File: src/rtl/clock_divider_bank.sv
// clock_divider_bank: bank of independent programmable 50% duty clock dividers with registered rise/fall strobes.
// Define CLKDIV_BURST_EN to add burst mode (BURST_W, burst_len, done): a channel parks itself after burst_len rising edges.
module clock_divider_bank #(
  parameter int NUM_CH      = 4,
  parameter int CNT_W       = 16,
  parameter int DEFAULT_DIV = 11
`ifdef CLKDIV_BURST_EN
  ,
  parameter int BURST_W     = 10
`endif
) (
  input  logic                                            clock,
  input  logic                                            reset,
  input  logic [NUM_CH-1:0]                               en,
  input  logic                                            sync,
  input  logic                                            wr_en,
  input  logic [((NUM_CH > 1) ? $clog2(NUM_CH) : 1)-1:0] wr_ch,
  input  logic [CNT_W-1:0]                                wr_data,
  output logic [NUM_CH-1:0]                               clk_out,
  output logic [NUM_CH-1:0]                               rise,
  output logic [NUM_CH-1:0]                               fall,
  output logic [NUM_CH-1:0]                               busy
`ifdef CLKDIV_BURST_EN
  ,
  input  logic [BURST_W-1:0]                              burst_len,
  output logic [NUM_CH-1:0]                               done
`endif
);

  localparam int              CH_W    = (NUM_CH > 1) ? $clog2(NUM_CH) : 1;
  localparam logic [CNT_W-1:0] DEF_DIV = CNT_W'(DEFAULT_DIV);

  // state | meaning: IDLE parked low | RUN toggling | STOPPING finishing the current high phase
  typedef enum logic [1:0] {
    ST_IDLE     = 2'd0,
    ST_RUN      = 2'd1,
    ST_STOPPING = 2'd2
  } state_t;

  state_t            state_q    [NUM_CH];
  state_t            state_d    [NUM_CH];
  logic [CNT_W-1:0]  cnt_q      [NUM_CH];
  logic [CNT_W-1:0]  cnt_d      [NUM_CH];
  logic [CNT_W-1:0]  div_pend_q [NUM_CH];
  logic [CNT_W-1:0]  div_pend_d [NUM_CH];
  logic [CNT_W-1:0]  div_act_q  [NUM_CH];
  logic [CNT_W-1:0]  div_act_d  [NUM_CH];
  logic [CNT_W-1:0]  div_nxt    [NUM_CH];
  logic [NUM_CH-1:0] clk_q, clk_d;
  logic [NUM_CH-1:0] rise_q, rise_d;
  logic [NUM_CH-1:0] fall_q, fall_d;
  logic [NUM_CH-1:0] wr_hit;
  logic [NUM_CH-1:0] tgl;
  logic [NUM_CH-1:0] stop_req;
  logic [NUM_CH-1:0] start_ok;

`ifdef CLKDIV_BURST_EN
  logic [BURST_W-1:0] bcnt_q [NUM_CH];
  logic [BURST_W-1:0] bcnt_d [NUM_CH];
  logic [NUM_CH-1:0]  bstop_q, bstop_d;
  logic [NUM_CH-1:0]  lock_q, lock_d;
  logic [NUM_CH-1:0]  done_q, done_d;
  logic [NUM_CH-1:0]  reach;
`endif

  // A write landing in the same cycle as a toggle, start or sync takes effect immediately.
  always_comb begin
    for (int i = 0; i < NUM_CH; i++) begin
      wr_hit[i]  = wr_en && (wr_ch == CH_W'(i));
      div_nxt[i] = wr_hit[i] ? wr_data : div_pend_q[i];
      tgl[i]     = (cnt_q[i] == div_act_q[i]);
`ifdef CLKDIV_BURST_EN
      reach[i]    = (burst_len != '0) && ((bcnt_q[i] + BURST_W'(1)) == burst_len);
      stop_req[i] = !en[i] || bstop_q[i];
      start_ok[i] = !lock_q[i];
`else
      stop_req[i] = !en[i];
      start_ok[i] = 1'b1;
`endif
    end
  end

  always_comb begin
    for (int i = 0; i < NUM_CH; i++) begin
      state_d[i]    = state_q[i];
      cnt_d[i]      = cnt_q[i];
      div_act_d[i]  = div_act_q[i];
      div_pend_d[i] = wr_hit[i] ? wr_data : div_pend_q[i];
      clk_d[i]      = clk_q[i];
      rise_d[i]     = 1'b0;
      fall_d[i]     = 1'b0;
`ifdef CLKDIV_BURST_EN
      bcnt_d[i]     = bcnt_q[i];
      bstop_d[i]    = bstop_q[i];
      lock_d[i]     = lock_q[i] && en[i];
      done_d[i]     = 1'b0;
`endif
      if (sync && (state_q[i] != ST_IDLE)) begin
        // Forced low realignment; en is then applied to the realigned channel.
        cnt_d[i]     = '0;
        clk_d[i]     = 1'b0;
        fall_d[i]    = clk_q[i];
        div_act_d[i] = div_nxt[i];
        state_d[i]   = (en[i] && start_ok[i]) ? ST_RUN : ST_IDLE;
`ifdef CLKDIV_BURST_EN
        bcnt_d[i]    = '0;
        bstop_d[i]   = 1'b0;
`endif
      end else begin
        unique case (state_q[i])
          ST_IDLE: begin
            if (en[i] && start_ok[i]) begin
              state_d[i]   = ST_RUN;
              cnt_d[i]     = '0;
              div_act_d[i] = div_nxt[i];
`ifdef CLKDIV_BURST_EN
              bcnt_d[i]    = '0;
`endif
            end
          end
          ST_RUN, ST_STOPPING: begin
            if ((state_q[i] == ST_RUN) && !en[i] && !clk_q[i]) begin
              state_d[i] = ST_IDLE;
              cnt_d[i]   = '0;
            end else if (tgl[i]) begin
              cnt_d[i]     = '0;
              clk_d[i]     = ~clk_q[i];
              rise_d[i]    = ~clk_q[i];
              fall_d[i]    = clk_q[i];
              div_act_d[i] = div_nxt[i];
              if (clk_q[i]) begin
                state_d[i] = stop_req[i] ? ST_IDLE : ST_RUN;
`ifdef CLKDIV_BURST_EN
                if (bstop_q[i]) begin
                  done_d[i]  = 1'b1;
                  lock_d[i]  = 1'b1;
                  bstop_d[i] = 1'b0;
                end
`endif
              end else begin
                state_d[i] = ST_RUN;
`ifdef CLKDIV_BURST_EN
                bcnt_d[i] = bcnt_q[i] + BURST_W'(1);
                if (reach[i]) begin
                  bstop_d[i] = 1'b1;
                  state_d[i] = ST_STOPPING;
                end
`endif
              end
            end else begin
              cnt_d[i]   = cnt_q[i] + CNT_W'(1);
              state_d[i] = stop_req[i] ? ST_STOPPING : ST_RUN;
            end
          end
          default: state_d[i] = ST_IDLE;
        endcase
      end
    end
  end

  always_ff @(posedge clock) begin
    if (reset) begin
      for (int i = 0; i < NUM_CH; i++) begin
        state_q[i]    <= ST_IDLE;
        cnt_q[i]      <= '0;
        div_pend_q[i] <= DEF_DIV;
        div_act_q[i]  <= DEF_DIV;
`ifdef CLKDIV_BURST_EN
        bcnt_q[i]     <= '0;
`endif
      end
      clk_q  <= '0;
      rise_q <= '0;
      fall_q <= '0;
`ifdef CLKDIV_BURST_EN
      bstop_q <= '0;
      lock_q  <= '0;
      done_q  <= '0;
`endif
    end else begin
      for (int i = 0; i < NUM_CH; i++) begin
        state_q[i]    <= state_d[i];
        cnt_q[i]      <= cnt_d[i];
        div_pend_q[i] <= div_pend_d[i];
        div_act_q[i]  <= div_act_d[i];
`ifdef CLKDIV_BURST_EN
        bcnt_q[i]     <= bcnt_d[i];
`endif
      end
      clk_q  <= clk_d;
      rise_q <= rise_d;
      fall_q <= fall_d;
`ifdef CLKDIV_BURST_EN
      bstop_q <= bstop_d;
      lock_q  <= lock_d;
      done_q  <= done_d;
`endif
    end
  end

  always_comb begin
    for (int i = 0; i < NUM_CH; i++) begin
      busy[i] = (state_q[i] != ST_IDLE);
    end
  end

  assign clk_out = clk_q;
  assign rise    = rise_q;
  assign fall    = fall_q;
`ifdef CLKDIV_BURST_EN
  assign done    = done_q;
`endif

endmodule

File: config.mk
export PLATFORM = sky130hd
export DESIGN_NAME = clock_divider_bank
export DESIGN_NICKNAME = d
export VERILOG_FILES = /design/src/rtl/clock_divider_bank.sv
export SDC_FILE = /design/constraint.sdc
export NUM_CORES = 1
export LEC_CHECK = 0
export ABC_AREA = 0
export BUFFER_PORTS_ARGS = -buffer_cell sky130_fd_sc_hd__buf_2
export CAP_MARGIN = 20
export CORE_AREA = 5 5 162 164
export DETAILED_ROUTE_END_ITERATION = 8
export DIE_AREA = 0 0 167 169
export SLEW_MARGIN = 20
export SYNTH_ARGS = -nofsm -noshare
export SYNTH_HDL_FRONTEND = slang
export SYNTH_SLANG_ARGS = --single-unit
File: constraint.sdc
create_clock -name clock -period 4.5 [get_ports clock]
set_clock_uncertainty 0.05 [all_clocks]
set_input_delay 0 -clock clock [delete_from_list [all_inputs] [get_ports clock]]
set_output_delay 0 -clock clock [all_outputs]
set_load 0.02 [all_outputs]
## Word level (Yosys, flattened, before mapping)

Memory sizes are Yosys's and may differ from the RTL's.
Index checks and enable logic that the tools add are counted.
W data, S select, Z words.

- $add $sub $neg: 4
- Equal/unequal tests: 15
- Multiplexer cells: 111
- Bitwise gates (word level): 32
- Reduce and logical (&&, ||, !) cells: 49

Operator list:

| kind | number |
|---|---|
| $mux W16 | 48 |
| $pmux W16 S2 | 8 |
| $add A16 B1 Y16 const B | 4 |
| $eq A16 B16 Y1 | 4 |
| $mux W2 | 24 |
| $mux W1 | 27 |
| $reduce_or A5 Y1 | 4 |
| $logic_and A1 B1 Y1 | 16 |
| $not A1 Y1 | 16 |
| $or A1 B1 Y1 | 16 |
| $pmux W2 S2 | 4 |
| $reduce_or A2 Y1 | 8 |
| $eq A2 B2 Y1 const B | 6 |
| $reduce_and A3 Y1 | 4 |
| $eq A2 B1 Y1 const B | 5 |
| $logic_not A2 Y1 | 5 |
| $logic_not A1 Y1 | 8 |
| $reduce_bool A2 Y1 | 4 |

- Bits in registers: 12
- Memory bits (writable): 200
- Output and inout port bits: 16
- Word-level logic and storage cells: 224
- Memories: 4

Memories:

| memory | depth | width | rd ports | clocked after memory_dff | write ports | RTL line | text |
|---|---|---|---|---|---|---|---|
| cnt_q | 4 | 16 | 4 | 0 | 4 | 42 | `logic [CNT_W-1:0] cnt_q [NUM_CH];` |
| div_act_q | 4 | 16 | 4 | 0 | 4 | 46 | `logic [CNT_W-1:0] div_act_q [NUM_CH];` |
| div_pend_q | 4 | 16 | 4 | 0 | 4 | 44 | `logic [CNT_W-1:0] div_pend_q [NUM_CH];` |
| state_q | 4 | 2 | 4 | 0 | 4 | 40 | `state_t state_q [NUM_CH];` |

## Longest topological paths before layout

- Depth in word-level cells: 8
- Gate-level depth with buffers: 9
- Gate-level depth less buffers: 7

## Worst setup path before layout

Ideal clock, no wire load.

- Path type: register to register
- Start point: memory cnt_q[2][2]
- End point: memory div_act_q[2][10]
- Data arrival time: 2.008 ns
- Required time: 4.329 ns
- Path slack: 2.320 ns
- Cell stages (with the launch flop): 8
- Buffers on the path: 2
- Clock period less this slack: 2.180 ns
- Path through: dfxtp_1 -> buf_6 -> xor2_1 -> nor4_2 -> nand4_2 -> o311ai_4 -> buf_8 -> mux2_4

RTL lines:

| what | RTL line |
|---|---|
| from (decl) | 42 |
| to (decl) | 46 |

==> reports/metrics.csv <==
metric,value,unit
"commonest non-fill, non-tap cell in the layout",dfxtp_1,
Root Driver,clkbuf_16,
Max-slew headroom,0.2816,
DR vias,7569,
Syn Nets,1121,
max incr delay on CP,960,ps
RSZ-0062 raised after global routing,false,
# IOs,42,
share of post-route cells with drive strength above 1,0.1446,
H-tree Lvls,1,
nets,1165,
CP top delay family,compound AO/OA/AOI/OAI gates,
pre-CTS setup slack,1739,ps
CP Data Required Time,4840,ps
Worst Setup Start Kind,register,
RePlAce Congestion,0.7946,
routed len/inst,15.00,µm
Slew Limit Fails,0,
Worst-Margin Slew,1078,ps
P_leak,4.475,nW
antenna violations before repair,0,
final setup vio count,0,
number of max-cap violations,0,
CTS sink count,212,
number of synthesized register bits,212,
worst path cell trace,xor2_1 > nor4_1 > nand4_2 > o311ai_4 > mux2_2,
post-route ant nets,0,
maximum vdd ir drop,220.8,µV
crit path buf inv count,0,
Clock Path Buffers,3,
DRT iter0 DRCs,483,
Via density,5.145,
aggregate global routing overflow,0,
Cells after Synth,1079,
Starting Density,0.3927,
drt pass-1 iters,5,
Storage cell area,4244,µm²
largest net degree at the start of global routing,104,
Post-CTS Resized,0,
count of input and output buffers,41,
Yosys warnings,0,
most frequent cells in the layout,"dfxtp_1, nand2_1, xor2_1",
gr usage total,0.1512,
ANT cells,0,
CP max stage cell,o311ai_4,
Worst Setup Path Type,reg2reg,
Avg Inst Size Synth,9.005,µm²
Core Box Area,24750,µm²
"Reg clk slew, reported paths",60,ps
final total power,4.517,mW
top_reg_cell synth,dfxtp_1,
Post-synth ARST share,0,
die area,28220,µm²
Pwr Density,402.4,nW/µm²
Die Y,169,µm
clock insertion delay at the later pin of the skew report,500,ps
Total Wirelength,22.07,mm
Top Usage Layer GRT,met2,
number of global-route vias before repair,7079,
"EDFF count, synth",0,
final setup TNS,0,ps
CTS tree,yes,
area grow syn2layout,15.53,%
total CTS buffers,24,
# fillers,2391,
Multi-input gate area,5091,µm²
post-synthesis instance area,9717,µm²
die width,167,µm
sequential share of the synthesized area,0.4368,
Final Hold Viols,0,
first-pass GRT wire length,36.30,mm
Final HPWL DP,15.02,mm
status,finished clean,
period utilization,0.6027,
f_max,0.3687,GHz
M2 GR Usage,0.2344,
min cycle time layout,2712,ps
DRC violations left,0,
setup slack after layout,1788,ps
Yosys cell types,56,
met3 Use GR,0.02312,
Core Rows,58,
Worst setup EP type,register,
Hold Crit Class,in2reg,
grt met1 use,0.2239,
crit path max fanout,16,
Worst EP arrival,3060,ps
[routing by layer]
layer  up-vias  share of wire
met4         0          0.018
met3        33          0.038
li1       3823              -
met5         -              0
met1      3573           0.50
met2       140           0.44
[cell usage after synthesis, types with 3 or more instances]
master    count  area [µm²]
mux2_1        4       45.04
a21oi_1      68       340.3
o211ai_1      5       37.54
nor4_1       18       112.6
nand2_1     175       656.9
nor3_1       64       320.3
o22ai_1       3       18.77
or3_1         4       25.02
nand2b_1      8       50.05
or2_2        13       81.33
nor2_1       28       105.1
a31oi_1       5       31.28
nand4_1      20       125.1
mux2_2       25       281.5
clkbuf_1     43       161.4
a22o_1       14       122.6
mux2i_1       8       80.08
xnor2_1      24       210.2
a22oi_1       3       22.52
mux2_4       20       300.3
inv_1        30       112.6
or4_1         3       22.52
nor3b_1       5       37.54
ha_1         16       200.2
and3_1       13       81.33
a41oi_1       3       26.28
xor2_1       85       744.5
nor4_2        5       62.56
and4_1        7       61.31
nor2b_1      42       262.8
o21ai_0      16       80.08
buf_6         4       45.04
nand3_1      40       200.2
a32oi_1       8       70.07
buf_2         7       35.03
dfxtp_1     212        4244
[cells by family (layout without fill, tap and decap cells)]
family	Yosys count	after routing	share of synthesized area
simple gates	456	456	0.2380
mux	57	57	0.07275
flops	212	212	0.4368
xor+xnor	109	109	0.09825
compound gates	140	140	0.09375
buf+inv	89	151	0.03992
fa+ha+maj	16	16	0.02060
[where the power goes]
group / internal [mW] / switching, mW / leakage [nW]
sequential: 1.94 / 0.0410 / 1.72
combinational: 0.208 / 0.348 / 2.36
clock: 1.21 / 0.769 / 0.399
total: 3.36 / 1.16 / 4.47
[area by class of cell]
cell class / instances / share of cell area
inverters: 31 / 0.01037
clock buffers: 32 / 0.06253
clock inverters: 12 / 0.01103
multi-input cells: 778 / 0.4535
repair buffers: 76 / 0.04770
well taps: 330 / 0.03678
flip-flops and latches: 212 / 0.3781
[stage by stage]
step                utilization  area [µm²]  instances  hold slack, ps
floorplan                     -        9717       1079           29.31
global placement         0.4095       10130       1401           246.9
detailed placement       0.4095       10130       1401           241.6
CTS                      0.4534       11220       1471           17.12
global route             0.4536       11230       1471           41.89
finish                   0.4536       11230       1471           20.47
[worst reg2reg max path, delay by kind of cell, from the launching register on]
kind / cells / cell delay, ps
simple gates: 2 / 620
xor+xnor: 1 / 100
compound gates: 1 / 970
flops: 1 / 450
mux: 1 / 420
[registers in the layout, summed over array words and instances (netlist names)]
name	count
state_q	8
div_pend_q	64
rise	4
fall	4
div_act_q	64
clk_out	4
cnt_q	64
[final timing paths]
| check | from | endpoint | slack, ps | cells after the start |
|---|---|---|---|---|
| hold reg to reg | div_pend_q[3][5] | div_pend_q[3][5] | 410 | 2 |
| hold / removal | wr_en | div_pend_q[1][5] | 20 | 5 |
| setup reg to reg | cnt_q[2][3] | div_act_q[2][3] | 1790 | 5 |
| setup / recovery | cnt_q[2][3] | div_act_q[2][3] | 1790 | 5 |
[repair_timing]
item                      CTS  global route
hold buffers               26             0
setup buffers               0             0
hold endpoints to repair  111             0
Power figures use the tool's default switching activity.
